$ cat src/rtl/aidc_lite_pkg.sv
// Shared types and constants for the AIDC-Lite compression core.
package aidc_lite_pkg;

  typedef enum logic [1:0] {
    S_IDLE  = 2'd0,
    S_CONV  = 2'd1,
    S_READY = 2'd2
  } state_e;

  localparam int          BLK_ENTRIES    = 16;
  localparam logic [6:0]  BF16_QNAN_FRAC = 7'h40;

  localparam int ROUND_RNE   = 0;
  localparam int ROUND_TRUNC = 1;

endpackage

$ cat src/rtl/aidc_lite_comp_core_if.sv
// Engine <-> compression core bus: block buffer fill, start, compressed readout.
interface aidc_lite_comp_core_if;

  logic        buf_wren_i;
  logic [3:0]  buf_waddr_i;
  logic [7:0]  buf_wbe_i;
  logic [63:0] buf_wdata_i;
  logic        comp_start_i;
  logic        comp_ready_o;
  logic        comp_rden_i;
  logic [31:0] comp_rdata_o;
  logic        comp_ovf_o;

  // Engine side
  modport master (
    output buf_wren_i, buf_waddr_i, buf_wbe_i, buf_wdata_i,
    output comp_start_i, comp_rden_i,
    input  comp_ready_o, comp_rdata_o, comp_ovf_o
  );

  // Core side
  modport slave (
    input  buf_wren_i, buf_waddr_i, buf_wbe_i, buf_wdata_i,
    input  comp_start_i, comp_rden_i,
    output comp_ready_o, comp_rdata_o, comp_ovf_o
  );

endinterface

$ cat src/rtl/aidc_lite_fp32_to_bf16.sv
// Combinational FP32 -> BF16 converter with NaN quieting and overflow flag.
module aidc_lite_fp32_to_bf16
  import aidc_lite_pkg::*;
#(
  parameter int ROUND_MODE = ROUND_RNE
) (
  input  logic [31:0] f_i,
  output logic [15:0] bf16_o,
  output logic        ovf_o
);

  logic        is_nan;
  logic        rnd;
  logic [15:0] sum;

  // Round upper half; a finite input whose result exponent saturates became Inf
  always_comb begin
    is_nan = (f_i[30:23] == 8'hFF) && (f_i[22:0] != 23'd0);
    rnd    = f_i[15] & ((|f_i[14:0]) | f_i[16]);
    sum    = f_i[31:16] + {15'd0, rnd};
    bf16_o = f_i[31:16];
    ovf_o  = 1'b0;
    if (is_nan) begin
      bf16_o = {f_i[31], 8'hFF, BF16_QNAN_FRAC};
    end else if (ROUND_MODE == ROUND_RNE) begin
      bf16_o = sum;
      ovf_o  = (f_i[30:23] != 8'hFF) && (sum[14:7] == 8'hFF);
    end
  end

endmodule

$ cat src/rtl/aidc_lite_comp_core.sv
// AIDC-Lite compression core: 128 B FP32 block buffer, serial BF16 conversion,
// and 16-word compressed readout.
module aidc_lite_comp_core
  import aidc_lite_pkg::*;
#(
  parameter int ROUND_MODE = ROUND_RNE
) (
  input  logic                  clk,
  input  logic                  rst,
  aidc_lite_comp_core_if.slave  bus
);

  logic [BLK_ENTRIES-1:0][63:0] buf_q;
  logic [BLK_ENTRIES-1:0][31:0] out_word_q;

  state_e     state_q, state_d;
  logic [3:0] conv_cnt_q, conv_cnt_d;
  logic [3:0] rd_ptr_q, rd_ptr_d;
  logic       ovf_q, ovf_d;

  logic [63:0] cur_entry;
  logic [15:0] bf_hi, bf_lo;
  logic        ovf_hi, ovf_lo;

  assign cur_entry = buf_q[conv_cnt_q];

  // Entry bits [63:32] hold the even FP32 word, [31:0] the odd one
  aidc_lite_fp32_to_bf16 #(.ROUND_MODE(ROUND_MODE)) u_cvt_hi (
    .f_i    (cur_entry[63:32]),
    .bf16_o (bf_hi),
    .ovf_o  (ovf_hi)
  );

  aidc_lite_fp32_to_bf16 #(.ROUND_MODE(ROUND_MODE)) u_cvt_lo (
    .f_i    (cur_entry[31:0]),
    .bf16_o (bf_lo),
    .ovf_o  (ovf_lo)
  );

  // Block buffer: byte-enabled writes accepted in any state
  always_ff @(posedge clk or posedge rst) begin
    if (rst) begin
      buf_q <= '0;
    end else if (bus.buf_wren_i) begin
      for (int b = 0; b < 8; b++) begin
        if (bus.buf_wbe_i[b]) buf_q[bus.buf_waddr_i][8*b +: 8] <= bus.buf_wdata_i[8*b +: 8];
      end
    end
  end

  // Compressed word store: odd word in the upper half, even word in the lower
  always_ff @(posedge clk or posedge rst) begin
    if (rst) begin
      out_word_q <= '0;
    end else if (state_q == S_CONV) begin
      out_word_q[conv_cnt_q] <= {bf_lo, bf_hi};
    end
  end

  // Control state registers
  always_ff @(posedge clk or posedge rst) begin
    if (rst) begin
      state_q    <= S_IDLE;
      conv_cnt_q <= '0;
      rd_ptr_q   <= '0;
      ovf_q      <= 1'b0;
    end else begin
      state_q    <= state_d;
      conv_cnt_q <= conv_cnt_d;
      rd_ptr_q   <= rd_ptr_d;
      ovf_q      <= ovf_d;
    end
  end

  // Next-state: start only honoured in idle, pops only honoured when ready
  always_comb begin
    state_d    = state_q;
    conv_cnt_d = conv_cnt_q;
    rd_ptr_d   = rd_ptr_q;
    ovf_d      = ovf_q;
    unique case (state_q)
      S_IDLE: begin
        if (bus.comp_start_i) begin
          conv_cnt_d = '0;
          ovf_d      = 1'b0;
          state_d    = S_CONV;
        end
      end
      S_CONV: begin
        ovf_d      = ovf_q | ovf_hi | ovf_lo;
        conv_cnt_d = conv_cnt_q + 4'd1;
        if (conv_cnt_q == 4'd15) begin
          rd_ptr_d = '0;
          state_d  = S_READY;
        end
      end
      S_READY: begin
        if (bus.comp_rden_i) begin
          rd_ptr_d = rd_ptr_q + 4'd1;
          if (rd_ptr_q == 4'd15) state_d = S_IDLE;
        end
      end
      default: state_d = S_IDLE;
    endcase
  end

  assign bus.comp_ready_o = (state_q == S_READY);
  assign bus.comp_rdata_o = (state_q == S_READY) ? out_word_q[rd_ptr_q] : 32'd0;
  assign bus.comp_ovf_o   = ovf_q;

endmodule

$ cat src/flat_wrapper.sv
// flat-port wrapper written by rule: the top's interface ports become plain ports
module aidc_lite_comp_core_flat import aidc_lite_pkg::*;
#(
  parameter int ROUND_MODE = ROUND_RNE
)
  (clk, rst, bus_buf_wren_i, bus_buf_waddr_i, bus_buf_wbe_i, bus_buf_wdata_i, bus_comp_start_i, bus_comp_rden_i, bus_comp_ready_o, bus_comp_rdata_o, bus_comp_ovf_o);
  aidc_lite_comp_core_if bus_i ();
  input  logic clk;
  input  logic rst;
  input wire logic [$bits(bus_i.buf_wren_i)-1:0] bus_buf_wren_i;
  input wire logic [$bits(bus_i.buf_waddr_i)-1:0] bus_buf_waddr_i;
  input wire logic [$bits(bus_i.buf_wbe_i)-1:0] bus_buf_wbe_i;
  input wire logic [$bits(bus_i.buf_wdata_i)-1:0] bus_buf_wdata_i;
  input wire logic [$bits(bus_i.comp_start_i)-1:0] bus_comp_start_i;
  input wire logic [$bits(bus_i.comp_rden_i)-1:0] bus_comp_rden_i;
  output wire logic [$bits(bus_i.comp_ready_o)-1:0] bus_comp_ready_o;
  output wire logic [$bits(bus_i.comp_rdata_o)-1:0] bus_comp_rdata_o;
  output wire logic [$bits(bus_i.comp_ovf_o)-1:0] bus_comp_ovf_o;
  assign bus_i.buf_wren_i = bus_buf_wren_i;
  assign bus_i.buf_waddr_i = bus_buf_waddr_i;
  assign bus_i.buf_wbe_i = bus_buf_wbe_i;
  assign bus_i.buf_wdata_i = bus_buf_wdata_i;
  assign bus_i.comp_start_i = bus_comp_start_i;
  assign bus_i.comp_rden_i = bus_comp_rden_i;
  assign bus_comp_ready_o = bus_i.comp_ready_o;
  assign bus_comp_rdata_o = bus_i.comp_rdata_o;
  assign bus_comp_ovf_o = bus_i.comp_ovf_o;
  aidc_lite_comp_core #(.ROUND_MODE(ROUND_MODE)) u_core (.clk(clk), .rst(rst), .bus(bus_i));
endmodule
$ cat config.mk
export PLATFORM = sky130hd
export DESIGN_NAME = aidc_lite_comp_core_flat
export DESIGN_NICKNAME = d
export VERILOG_FILES = /design/src/rtl/aidc_lite_pkg.sv /design/src/rtl/aidc_lite_comp_core_if.sv /design/src/rtl/aidc_lite_fp32_to_bf16.sv /design/src/rtl/aidc_lite_comp_core.sv /design/src/flat_wrapper.sv
export SDC_FILE = /design/constraint.sdc
export NUM_CORES = 2
export LEC_CHECK = 0
export BUFFER_PORTS_ARGS = -buffer_cell sky130_fd_sc_hd__buf_2
export CORE_UTILIZATION = 35
export CTS_BUF_LIST = sky130_fd_sc_hd__clkbuf_8 sky130_fd_sc_hd__clkbuf_16
export DETAILED_ROUTE_END_ITERATION = 12
export SYNTH_ARGS = -nofsm -noshare
export SYNTH_HDL_FRONTEND = slang
export SYNTH_SLANG_ARGS = --single-unit
$ cat constraint.sdc
create_clock -name clk -period 57.3 [get_ports clk]
set_input_delay 2.865 -clock clk [delete_from_list [all_inputs] [get_ports clk]]
set_output_delay 2.865 -clock clk [all_outputs]
set_load 0.1 [all_outputs]
==> results.cfg <==
[synthesis]
synth_fp_nets = 5082
syn_area_per_cell_um2 = 13.61
synth_edf_count = 0
synth-seq-cells = 1547
synth_cells = 4995
synth_flop_cell = dfrtp_1
netlist_area_mm2 = 0.06799
synth-adder-area-share_pct = 0.1104
synthTopCellsByArea = dfrtp_1 (57%), mux2_2 (17%), mux4_2 (10%)
async_flop_share_pct = 100.0
synth-xor-area-share_pct = 0.3865
ys_seq_area_share_pct = 56.94
netlist.area_leader.share_pct = 56.94
synth-compound-area-share_pct = 5.046
yosysUniqueCellTypes = 73
synth_top_family_by_area = multiplexers
synth_largest_area_cell = dfrtp_1
synth_mux_area_share_pct = 27.62
synth_warnings = 0
synthSimpleGateAreaFrac_pct = 7.549

[placement]
dp_cells = 7376
gp_congestion = 0.7809
place.port_buffers = 114
dp_hpwl_um = 110400

[grt]
grt_pass1_wl_um = 281300
grt_pass1_vias = 43840
grt_usage_pct = 18.80
antenna_found_initial = 29
grt_max_degree = 180
grt-ovfl-total = 0

[detailed_routing]
met2_length_um = 86890
first_pass_iters = 7
wl_per_cell_um = 23.93
drt-total-wl_um = 183500
via_per_inst = 5.504
routed-wl-met3_um = 8644
top_layer_used = met5
drc = 0
drt_iter0_markers = 3329
vias = 42200
postRouteAntennaNets = 0
met1Wirelength_um = 82860

[cells_and_area]
area_growth_pct = 12.59
multiInputGateArea_mm2 = 0.02792
fin_nets = 5099
layout_commonest_cell = dfrtp_1
seqCellArea_mm2 = 0.03873
final_cells = 7667
drive_gt1_share_pct = 36.66
fillerInstances = 17940
layout_common_cells = dfrtp_1 (1540), mux2_2 (1042), nand2_1 (516)

[clocking]
cts_buffer_depth = 3
insertion_delay_ps = 790
post_cts_buffers = 0
cts_hold_buf = 0
cts_resized = 0
cts_sinks = 1547
cts_tree = done
clkTransAtPathRegs_ps = 60
numCtsBuffers = 160
htree_levels = 4
cts_root_buf = clkbuf_16

[hold_path]
min_from = u_core.out_word_q[381]$_DFFE_PP0P_
whs_path_depth = 2
min_to = u_core.out_word_q[381]$_DFFE_PP0P_
hp-class = reg2reg

[sta]
finalHoldViolCount = 0
fmax_mhz = 133.4
finalMaxSlewViolations = 0
fin_crit_ps = 7494
setup_viol_count_final = 0
setup_tns_ps = 0
clock-skew-final_ps = 27.14
fin_crit_sh_pct = 13.08
worstMarginPinSlew_ps = 1414
rsz0062_at_grt = no
max_slew_margin_pct = 5.708
hold_slack_ps = 474.3

[worst_setup_path]
r2r-end = u_core.out_word_q[8]$_DFFE_PP0P_
critPathMaxFanout = 40
r2r_start = u_core.conv_cnt_q[0]$_DFFE_PP0P_
critical_path_arrival_ps = 4630
r2r_cells = 9
slowest_delay_ps = 870
critPathTopFamily = buffers and inverters
critPathRequiredTime_ps = 54440
crit_buf_inv = 3
end_kind = output port
worst-r2r-setup-slack_ps = 51610
start_kind = flip-flop
crit_chain = buf_4 > buf_4 > mux4_2 > mux4_2 > and2_1 > buf_2
path_class = reg2out
crit_slowest_cell = dfrtp_4

[die]
std_cell_rows = 161
fp.dieW_um = 442.7
ioPinCount = 115
core_mm2 = 0.1928
initial_core_util_pct = 35.27
die-area_mm2 = 0.1960
die_y_um = 442.7

[power]
p_leak_nw = 33.37
total_power_mw = 3.849
ir_drop_mv = 0.05042
powerDensity_mw_per_mm2 = 50.28

[job]
drv_cap = 0

[outcome]
status = complete, no violations
per-stage QoR:
step / worst slack, ps / cell area [um2] / util [%]
floorplan: 10790 / 67990 / -
global placement: 50170 / 71070 / 36.86
detailed placement: 50030 / 71070 / 36.86
CTS: 49590 / 76540 / 39.70
global route: 49430 / 76540 / 39.70
finish: 49810 / 76550 / 39.71
power breakdown:
part	internal, mW	switching (mW)	total [mW]
Clock	0.640	0.439	1.08
Sequential	1.40	0.172	1.57
Combinational	0.528	0.673	1.20
Total	2.57	1.28	3.85
cells in the mapped netlist, types with 25 or more instances:
library cell and n:
and2_1 45, o21ai_0 147, nand3_1 51, o31ai_1 42, mux2_2 1042, a31oi_1 215, clkbuf_1 236, mux4_2 311
nor4_1 96, nand2_1 517, nor2_1 349, nor3_1 29, a21oi_1 34, dfrtp_1 1547, buf_2 39, a22o_1 25
layer usage:
layer  up-vias  GRT usage, %
li1      18380             -
met1     22340         26.47
met2      1120         29.98
met3       353         2.871
met4         2         5.583
met5         -             0
how the worst max path moves through the flow:
stage,endpoint,start,slack [ps],cells past startpoint
floorplan,u_core.buf_q[0]$_DFFE_PP0P_,rst,10790,1
global placement,u_core.buf_q[1009]$_DFFE_PP0P_,rst,50170,6
detailed placement,u_core.buf_q[496]$_DFFE_PP0P_,rst,50030,6
CTS,bus_comp_rdata_o[25],u_core.rd_ptr_q[0]$_DFFE_PP0P_,49590,6
global route,bus_comp_rdata_o[25],u_core.rd_ptr_q[0]$_DFFE_PP0P_,49430,6
finish,bus_comp_rdata_o[25],u_core.rd_ptr_q[0]$_DFFE_PP0P_,49810,6
sequential cells by signal, summed over array words and instances, names as in the netlist:
signal,count
u_core.rd_ptr_q,4
u_core.out_word_q,512
u_core.bus.comp_ovf_o,1
u_core.buf_q,1024
u_core.conv_cnt_q,4
u_core.state_q,2
cells by family after synthesis:
logic type      after synthesis
mux                        1357
simple gates               1169
flops                      1547
buf+inv                     349
fa+ha+maj                     6
compound gates              543
xor+xnor                     24
layout make-up:
cell class | count | area share [%]
Sequential cell | 1547 | 50.60
Tap cell | 2526 | 4.129
Inverter | 8 | 0.04904
Multi-Input combinational cell | 3099 | 36.47
Clock inverter | 80 | 1.026
Antenna cell | 5 | 0.01635
Timing Repair Buffer | 196 | 1.599
Clock buffer | 206 | 6.116
tightest hold or removal path, delay by kind of cell (launching register included):
| family | cells | cell delay, ps |
|---|---|---|
| DFF | 1 | 340 |
| and+or+nand+nor | 1 | 40 |
| AOI/OAI and AO/OA | 1 | 60 |
Power figures use the tool's default switching activity.
